`src/rtl/riscv_pkg.sv`:
```
// Shared definitions for the writeback / register-file slice: datapath width,
// register index type and the encoding of the writeback result select.
package riscv_pkg;

  localparam int XLEN = 32;

  typedef logic [4:0] reg_idx_t;

  // Writeback result source; encodings 3'b101..3'b111 are unused and select zero.
  typedef enum logic [2:0] {
    RES_ALU   = 3'b000,
    RES_MEM   = 3'b001,
    RES_PC4   = 3'b010,
    RES_IMM   = 3'b011,
    RES_PCIMM = 3'b100
  } result_src_e;

endpackage

```
`src/rtl/writeback_result_mux.sv`:
```
// Writeback result select: picks the value to commit from the W-stage operands.
// Unused select encodings produce zero so the result never carries X.
module writeback_result_mux #(
  parameter int XLEN = 32
) (
  input  logic [2:0]      result_src,
  input  logic [XLEN-1:0] alu_result,
  input  logic [XLEN-1:0] data_mem_output,
  input  logic [XLEN-1:0] pc_plus4,
  input  logic [XLEN-1:0] ext_imm,
  input  logic [XLEN-1:0] pc_plus_ext_imm,
  output logic [XLEN-1:0] result
);
  import riscv_pkg::*;

  // Pure combinational select on the decoded result source.
  always_comb begin
    result = '0;
    case (result_src_e'(result_src))
      RES_ALU:   result = alu_result;
      RES_MEM:   result = data_mem_output;
      RES_PC4:   result = pc_plus4;
      RES_IMM:   result = ext_imm;
      RES_PCIMM: result = pc_plus_ext_imm;
      default:   result = '0;
    endcase
  end

endmodule

```
`src/rtl/writeback_regfile.sv`:
```
// Writeback stage and integer register file. Selects the W-stage result,
// commits it to the array, serves the two decode read ports with zero-latency
// write-through bypass and counts retired register writes for debug.
//
// Handshake: reg_write_W acts as a valid with no ready; a presented write is
// always accepted on the next posedge CLK (unless RESET is high), and the
// bypass makes it visible at the read ports in the presenting cycle.
module writeback_regfile #(
  parameter int XLEN  = 32,
  parameter int NREGS = 32,
  parameter int AW    = 5
) (
  input  logic            CLK,
  input  logic            RESET,
  input  logic [2:0]      result_src_W,
  input  logic            reg_write_W,
  input  logic [AW-1:0]   rd_W,
  input  logic [XLEN-1:0] alu_result_W,
  input  logic [XLEN-1:0] data_mem_output_W,
  input  logic [XLEN-1:0] pc_plus4_W,
  input  logic [XLEN-1:0] ext_imm_W,
  input  logic [XLEN-1:0] pc_plus_ext_imm_W,
  input  logic [AW-1:0]   a1_D,
  input  logic [AW-1:0]   a2_D,
  output logic [XLEN-1:0] rd1_D,
  output logic [XLEN-1:0] rd2_D,
  output logic [XLEN-1:0] result_W,
  output logic [31:0]     commit_count
);
  import riscv_pkg::*;

  if (NREGS > (1 << AW)) begin : g_bad_cfg
    $error("writeback_regfile: NREGS does not fit in AW index bits");
  end

  logic [XLEN-1:0] regs_q [NREGS];
  logic [31:0]     commit_cnt_q;
  logic [XLEN-1:0] result;
  logic            wr_en;

  // Indices at or above NREGS address nothing: reads give 0, writes drop.
  function automatic logic idx_in_range(input logic [AW-1:0] idx);
    return ({{(32-AW){1'b0}}, idx} < 32'(NREGS));
  endfunction

  writeback_result_mux #(.XLEN(XLEN)) u_result_mux (
    .result_src      (result_src_W),
    .alu_result      (alu_result_W),
    .data_mem_output (data_mem_output_W),
    .pc_plus4        (pc_plus4_W),
    .ext_imm         (ext_imm_W),
    .pc_plus_ext_imm (pc_plus_ext_imm_W),
    .result          (result)
  );

  assign result_W     = result;
  assign commit_count = commit_cnt_q;

  // A commit retires only for a real, in-range destination; x0 is hardwired.
  assign wr_en = reg_write_W && (rd_W != '0) && idx_in_range(rd_W);

  // Register array: cleared on reset, written with the selected result on commit.
  always_ff @(posedge CLK or posedge RESET) begin
    if (RESET) begin
      for (int i = 0; i < NREGS; i++) begin
        regs_q[i] <= '0;
      end
    end else if (wr_en) begin
      regs_q[rd_W] <= result;
    end
  end

  // Debug counter of retired register writes; wraps naturally at 2**32.
  always_ff @(posedge CLK or posedge RESET) begin
    if (RESET) begin
      commit_cnt_q <= '0;
    end else if (wr_en) begin
      commit_cnt_q <= commit_cnt_q + 32'd1;
    end
  end

  // Read port 1: x0 and out-of-range read 0, a matching write bypasses the array.
  always_comb begin
    rd1_D = '0;
    if ((a1_D != '0) && idx_in_range(a1_D)) begin
      if (reg_write_W && (rd_W == a1_D)) rd1_D = result;
      else                               rd1_D = regs_q[a1_D];
    end
  end

  // Read port 2: same rules as port 1, bypassing independently.
  always_comb begin
    rd2_D = '0;
    if ((a2_D != '0) && idx_in_range(a2_D)) begin
      if (reg_write_W && (rd_W == a2_D)) rd2_D = result;
      else                               rd2_D = regs_q[a2_D];
    end
  end

endmodule
```
`config.mk`:
```
export PLATFORM = sky130hd
export DESIGN_NAME = writeback_regfile
export DESIGN_NICKNAME = d
export VERILOG_FILES = /design/src/rtl/riscv_pkg.sv /design/src/rtl/writeback_result_mux.sv /design/src/rtl/writeback_regfile.sv
export SDC_FILE = /design/constraint.sdc
export NUM_CORES = 2
export LEC_CHECK = 0
export CAP_MARGIN = 20
export CORE_ASPECT_RATIO = 1.75
export CORE_MARGIN = 3
export CORE_UTILIZATION = 48
export CTS_CLUSTER_SIZE = 25
export DETAILED_ROUTE_END_ITERATION = 8
export HOLD_SLACK_MARGIN = 0.15
export MAX_ROUTING_LAYER = met4
export PLACE_DENSITY = 0.7
export REMOVE_ABC_BUFFERS = 1
export SLEW_MARGIN = 20
export SYNTH_ARGS = -nofsm -noshare
export SYNTH_HDL_FRONTEND = slang
export SYNTH_SLANG_ARGS = --single-unit
```
`constraint.sdc`:
```
create_clock -name CLK -period 40.6 [get_ports CLK]
set_input_delay 8.12 -clock CLK [delete_from_list [all_inputs] [get_ports CLK]]
set_output_delay 8.12 -clock CLK [all_outputs]
set_load 0.005 [all_outputs]
```
# == Word-level counts from Yosys, hierarchy flattened ==
# Index checks and enable logic that the tools add are counted.
# totals
regBits,1056
output_inout_bits,128
word_cells,69
in_bits,181
# classes
mux,14
n_reduce_logical,8
bitwise_logic,3
eq_ne,6
magnitude_cmp,4
n_addsub,1
# op_table
cell,count
bitwise mux 1024 bit,1
binary-select mux 32 bit (select 5 bit),2
2-to-1 mux 32 bit,9
demux 32 bit (select 5 bit),1
case mux 32 bit (5 select lines),1
"adder 32 x 1 -> 32 bit, second input constant",1
"greater-or-equal comparator 6 bit, second input constant",3
inverter 5 -> 6 bit,3
nonzero test 5 bit,3
equality test 5 bit,2
"equality test 3 x 2 -> 1 bit, second input constant",2
"less-than comparator 6 x 1 -> 1 bit, second input constant",1
logical AND 1 bit,4
"equality test 3 x 1 -> 1 bit, second input constant",1
"equality test 3 bit, second input constant",1
zero test 3 bit,1

# == Logic depth before layout (Yosys ltp) ==
# logic_depth
ltp_word,6
ltp_mapped,9
ltp_nobuf,6

# == Cells and area by module ==
# From an unflattened synthesis, not the netlist that was laid out.
# hier_totals
hier_cells,3983
hier_area_um2,58262.1
# modules_own_cells
mod,cells_per_inst,n_inst,area_per_inst_um2,seq_area_each_um2
writeback_regfile,3825,1,56922.1,26425.3
writeback_result_mux,158,1,1340.0,0.0

# == Least setup slack after synthesis ==
# No wires, ideal clock.
# synth_timing
kind,input to output
start,input a1_D[0]
end,output rd1_D[0]
arrival_time_ns,9.983
t_required_ns,32.480
path_buffers,4
cell_stages,8
setup_slack_ns,22.497
path_cell_list,buf_2 buf_6 buf_6 clkbuf_1 mux4_2 mux4_2 and2_1 a2bb2oi_1
# synth_between
elab_chain_len,6
elab_cells_between_ends,9
cone_classes,1 x eq/ne; 5 x mux; 1 x bitwise; 2 x reduce/logical
# synth_rtl
element,line,rtl
from (decl),writeback_regfile.sv:23,"input logic [AW-1:0] a1_D,"
inverter 5 -> 6 bit (implied by the code),writeback_regfile.sv:87,else rd1_D = regs_q[a1_D];
binary-select mux 32 bit (select 5 bit),writeback_regfile.sv:87,
2-to-1 mux 32 bit (implied by the code) (2 in series),writeback_regfile.sv:87,
2-to-1 mux 32 bit,writeback_regfile.sv:86,if (reg_write_W && (rd_W == a1_D)) rd1_D = result;
2-to-1 mux 32 bit *,writeback_regfile.sv:85,if ((a1_D != '0) && idx_in_range(a1_D)) begin
to (decl),writeback_regfile.sv:25,"output logic [XLEN-1:0] rd1_D,"
# Mark *: on every way between the ends. The rest lies on a longest branch, timed or not. The select of a mux whose other input is x is not followed.

# == Final worst setup path ==
# layout_timing
start,input a2_D[0]
end,output rd2_D[7]
# layout_between
elab_chain_len,6
elab_cells_between_ends,9
cone_classes,1 x eq/ne; 5 x mux; 1 x bitwise; 2 x reduce/logical
# layout_rtl
element,line,rtl
from (decl),writeback_regfile.sv:24,"input logic [AW-1:0] a2_D,"
inverter 5 -> 6 bit (implied by the code),writeback_regfile.sv:96,else rd2_D = regs_q[a2_D];
binary-select mux 32 bit (select 5 bit),writeback_regfile.sv:96,
2-to-1 mux 32 bit (implied by the code) (2 in series),writeback_regfile.sv:96,
2-to-1 mux 32 bit,writeback_regfile.sv:95,if (reg_write_W && (rd_W == a2_D)) rd2_D = result;
2-to-1 mux 32 bit *,writeback_regfile.sv:94,if ((a2_D != '0) && idx_in_range(a2_D)) begin
to (decl),writeback_regfile.sv:26,"output logic [XLEN-1:0] rd2_D,"
# Marked as above.

==> key figures <==
Status
  • Status: completed

Global routing
  • Total GRT Usage: between 30% and 40%
  • Vias in the first global route: 43160
  • Initial antenna violation count: 4
  • Total grt overflow: 0
  • First-pass GRT wire length: 272.4 mm
  • Largest net degree at the start of global routing: 170

Setup path
  • Setup crit start: a2_D[0]
  • CP endpoint kind: primary output
  • R2r startpoint: commit_count[3]
  • Worst Path Arrival: 12790 ps
  • Crit Path Category: in -> out
  • Worst path cell trace: buf_8 > buf_12 > buf_4 > buf_6 > mux4_2 > a22oi_1 > a21oi_1 > nor2_1 > a221oi_1 > clkdlybuf4s50_1
  • Slowest-stage cell, CP: buf_4
  • Buf+Inv Stages, Crit Path: 5
  • Slowest stage delay, CP: about 820 ps
  • Crit Path Max Fanout: 65
  • Crit start category: input pin
  • CP top delay family: buffers and inverters
  • Worst path required time: 32480 ps

Clock tree
  • # resized after CTS: 0
  • Post-CTS setup buffers: 0
  • Clk sinks: 1056
  • Max Root-Sink Buffers: 3
  • Skew-Pair Late Insertion Delay: 710 ps
  • Hold_buf cts: 0
  • Worst-path clk slew: about 60 ps
  • TritonCTS buffer count: just over 90
  • CTS tree: yes
  • Depth of the CTS H-tree: 3
  • Root Buffer Master: clkbuf_16

Timing
  • Crit path time final: roughly 21000 ps
  • Final hold vios: 0
  • Fin Setup TNS: 0 ps
  • Worst slew pin tran: 1209 ps
  • Final Skew: 17.60 ps
  • Period utilisation layout: around half
  • Setup violators final: 0
  • RSZ-0062 raised after global routing: no
  • Max Clk Rate: 47.83 MHz
  • Slew headroom: 19.41%
  • Final setup margin: between 15000 and 20000 ps
  • Max-slew violations: 0

Hold path
  • HP Start: regs_q[1017]
  • Min-Delay Path Class: reg -> reg

Drt
  • Total Wirelength: 183.3 mm
  • DR vias/cell: roughly 6.6
  • DRC Markers: 0
  • DR pass1 iterations: 6
  • Initial drt markers: 4891
  • Vias after detailed routing: about 43000
  • Average wire per standard cell: ~28 microns
  • Antenna Nets Post-Route: 0

Placement
  • Setup Slack @ Placement: approximately 19000 ps
  • Detail Placement HPWL: between 100 and 150 mm
  • Gp weighted congestion: about 0.84
  • Port bufs: 308

Power
  • Pleak: approximately 0.026 uW
  • Pwr Density: between 40 and 50 nW/um^2
  • Peak VDD IR: 0.03314 mV
  • Overall Power: between 3000 and 4000 uW

Yosys
  • Top-count cell post-synth: dfrtp_1
  • Synth area leaders: dfrtp_1, mux4_2, o21ai_0, nand2_1, a21oi_1
  • Synth Register Bits: 1056
  • Syn Area/Cell: 11.25 sq um
  • Ys Warns: 0
  • Sequential share of the synthesized area: between 40% and 50%
  • Post-synthesis cell area: 55080 sq um
  • Post-synth ARST share: 100.0%
  • Post-synth top cells: dfrtp_1, nand2_1, o21ai_0, mux4_2, nor2_1
  • Post-synth top area share: between 40% and 50%
  • Synth cell types: 58
  • Syn Inst Count: 4898
  • Cell taking the most area after synthesis: dfrtp_1
  • Most used DFF post-synth: dfrtp_1
  • EDFF count, synth: 0

Floorplanning
  • Die ar.: ~120000 sq um
  • Die X: roughly 260 microns
  • FP Rows: ~160
  • Initial core utilization: between 40% and 50%
  • Core area: about 110000 sq um
  • Die Ht: 454.1 microns
  • IO Pins: roughly 310

Job
  • Max-cap violations: 0

Cells and area
  • Post-layout util: 55.36%
  • Area Growth Syn to Fin: 13.97%
  • Final #Nets: around 5100
  • Share of layout cells above drive strength 1: a little under 20%
-- layout by cell type (no fill, tap or decap), types with 27 or more instances in the layout --
cell type        Yosys  routed
nand2_1            684     672
a21oi_1            424     424
mux2_2              27      27
mux2i_1             68      68
buf_4               15     120
o21ai_0            593     593
xnor2_1             27      27
clkbuf_16            0      95
a22oi_1             60      60
a221oi_4             0      27
mux4_2             555     555
nor2_1             481     466
dfrtp_1           1056    1056
inv_1               39      38
clkdlybuf4s50_1      0     297
a22o_1              33      33
-- cell type report --
cell class              count  area, sq um
fillers                  9510        50610
multi-input cells        3269        27040
flip-flops and latches   1056        26430
repair buffers            434         4123
clock buffers             133         2760
well taps                1485         1858
clock inverters            36        410.4
inverters                  39        153.9
diodes                      4        10.01
-- through the flow --
step	instance area (sq um)	std cells	hold slack, ps
2_1_floorplan	52870	4364	365.3
3_3_place_gp	59510	6281	376.4
3_5_place_dp	59510	6281	384.0
4_1_cts	62680	6450	398.7
5_1_grt	62770	6453	408.8
6_report	62780	6456	400.2
-- state kept, by name, indices dropped and copies added (netlist names) --
signal,flops
commit_count,32
regs_q,1024
-- final timing paths --
path,endpoint,slack [ps],depth (start not counted)
worst max register to register,commit_count[31],38340,5
max in group asynchronous,regs_q[265],29240,6
worst max-delay path,rd2_D[7],19690,10
min in group asynchronous,regs_q[481],7980,2
worst min register to register,regs_q[1017],400,0
worst min-delay path,regs_q[1017],400,0
-- per-layer routing --
metal | share of wire, % | vias up | global-route usage (%)
li1 | - | 17830 | -
met3 | 9.9 | 653 | 6.404
met5 | 0 | - | -
met1 | 36 | 21540 | 39.37
met4 | 6.2 | 0 | 16.92
met2 | 48 | 2552 | 50.06
-- worst register-to-register path, cell delays in order, from the launching register on --
cell and delay (ps):
dfrtp_1 460, nand4_2 200, or4_1 680, or3_4 420
nor4_4 240, xor2_1 190
-- cell families (layout without fill, tap and decap cells) --
group,Yosys count,after routing,synth area share [%]
other cells,0,4,0
fa+ha+maj,1,1,0.02271
compound gates,1299,1299,13.27
simple gates,1278,1278,9.324
xor+xnor,41,41,0.6519
flops,1056,1056,47.97
mux,650,650,24.48
buf+inv,573,642,4.277
-- report_power, final --
| group | leakage [uW] | internal [uW] | switching (uW) | total (uW) |
|---|---|---|---|---|
| sequential | 0.0136 | 1250 | 152 | 1400 |
| combinational | 0.0108 | 362 | 309 | 671 |
| clock | 0.00157 | 524 | 413 | 937 |
| total | 0.0260 | 2130 | 874 | 3010 |
(Power assumes the default switching activity.)
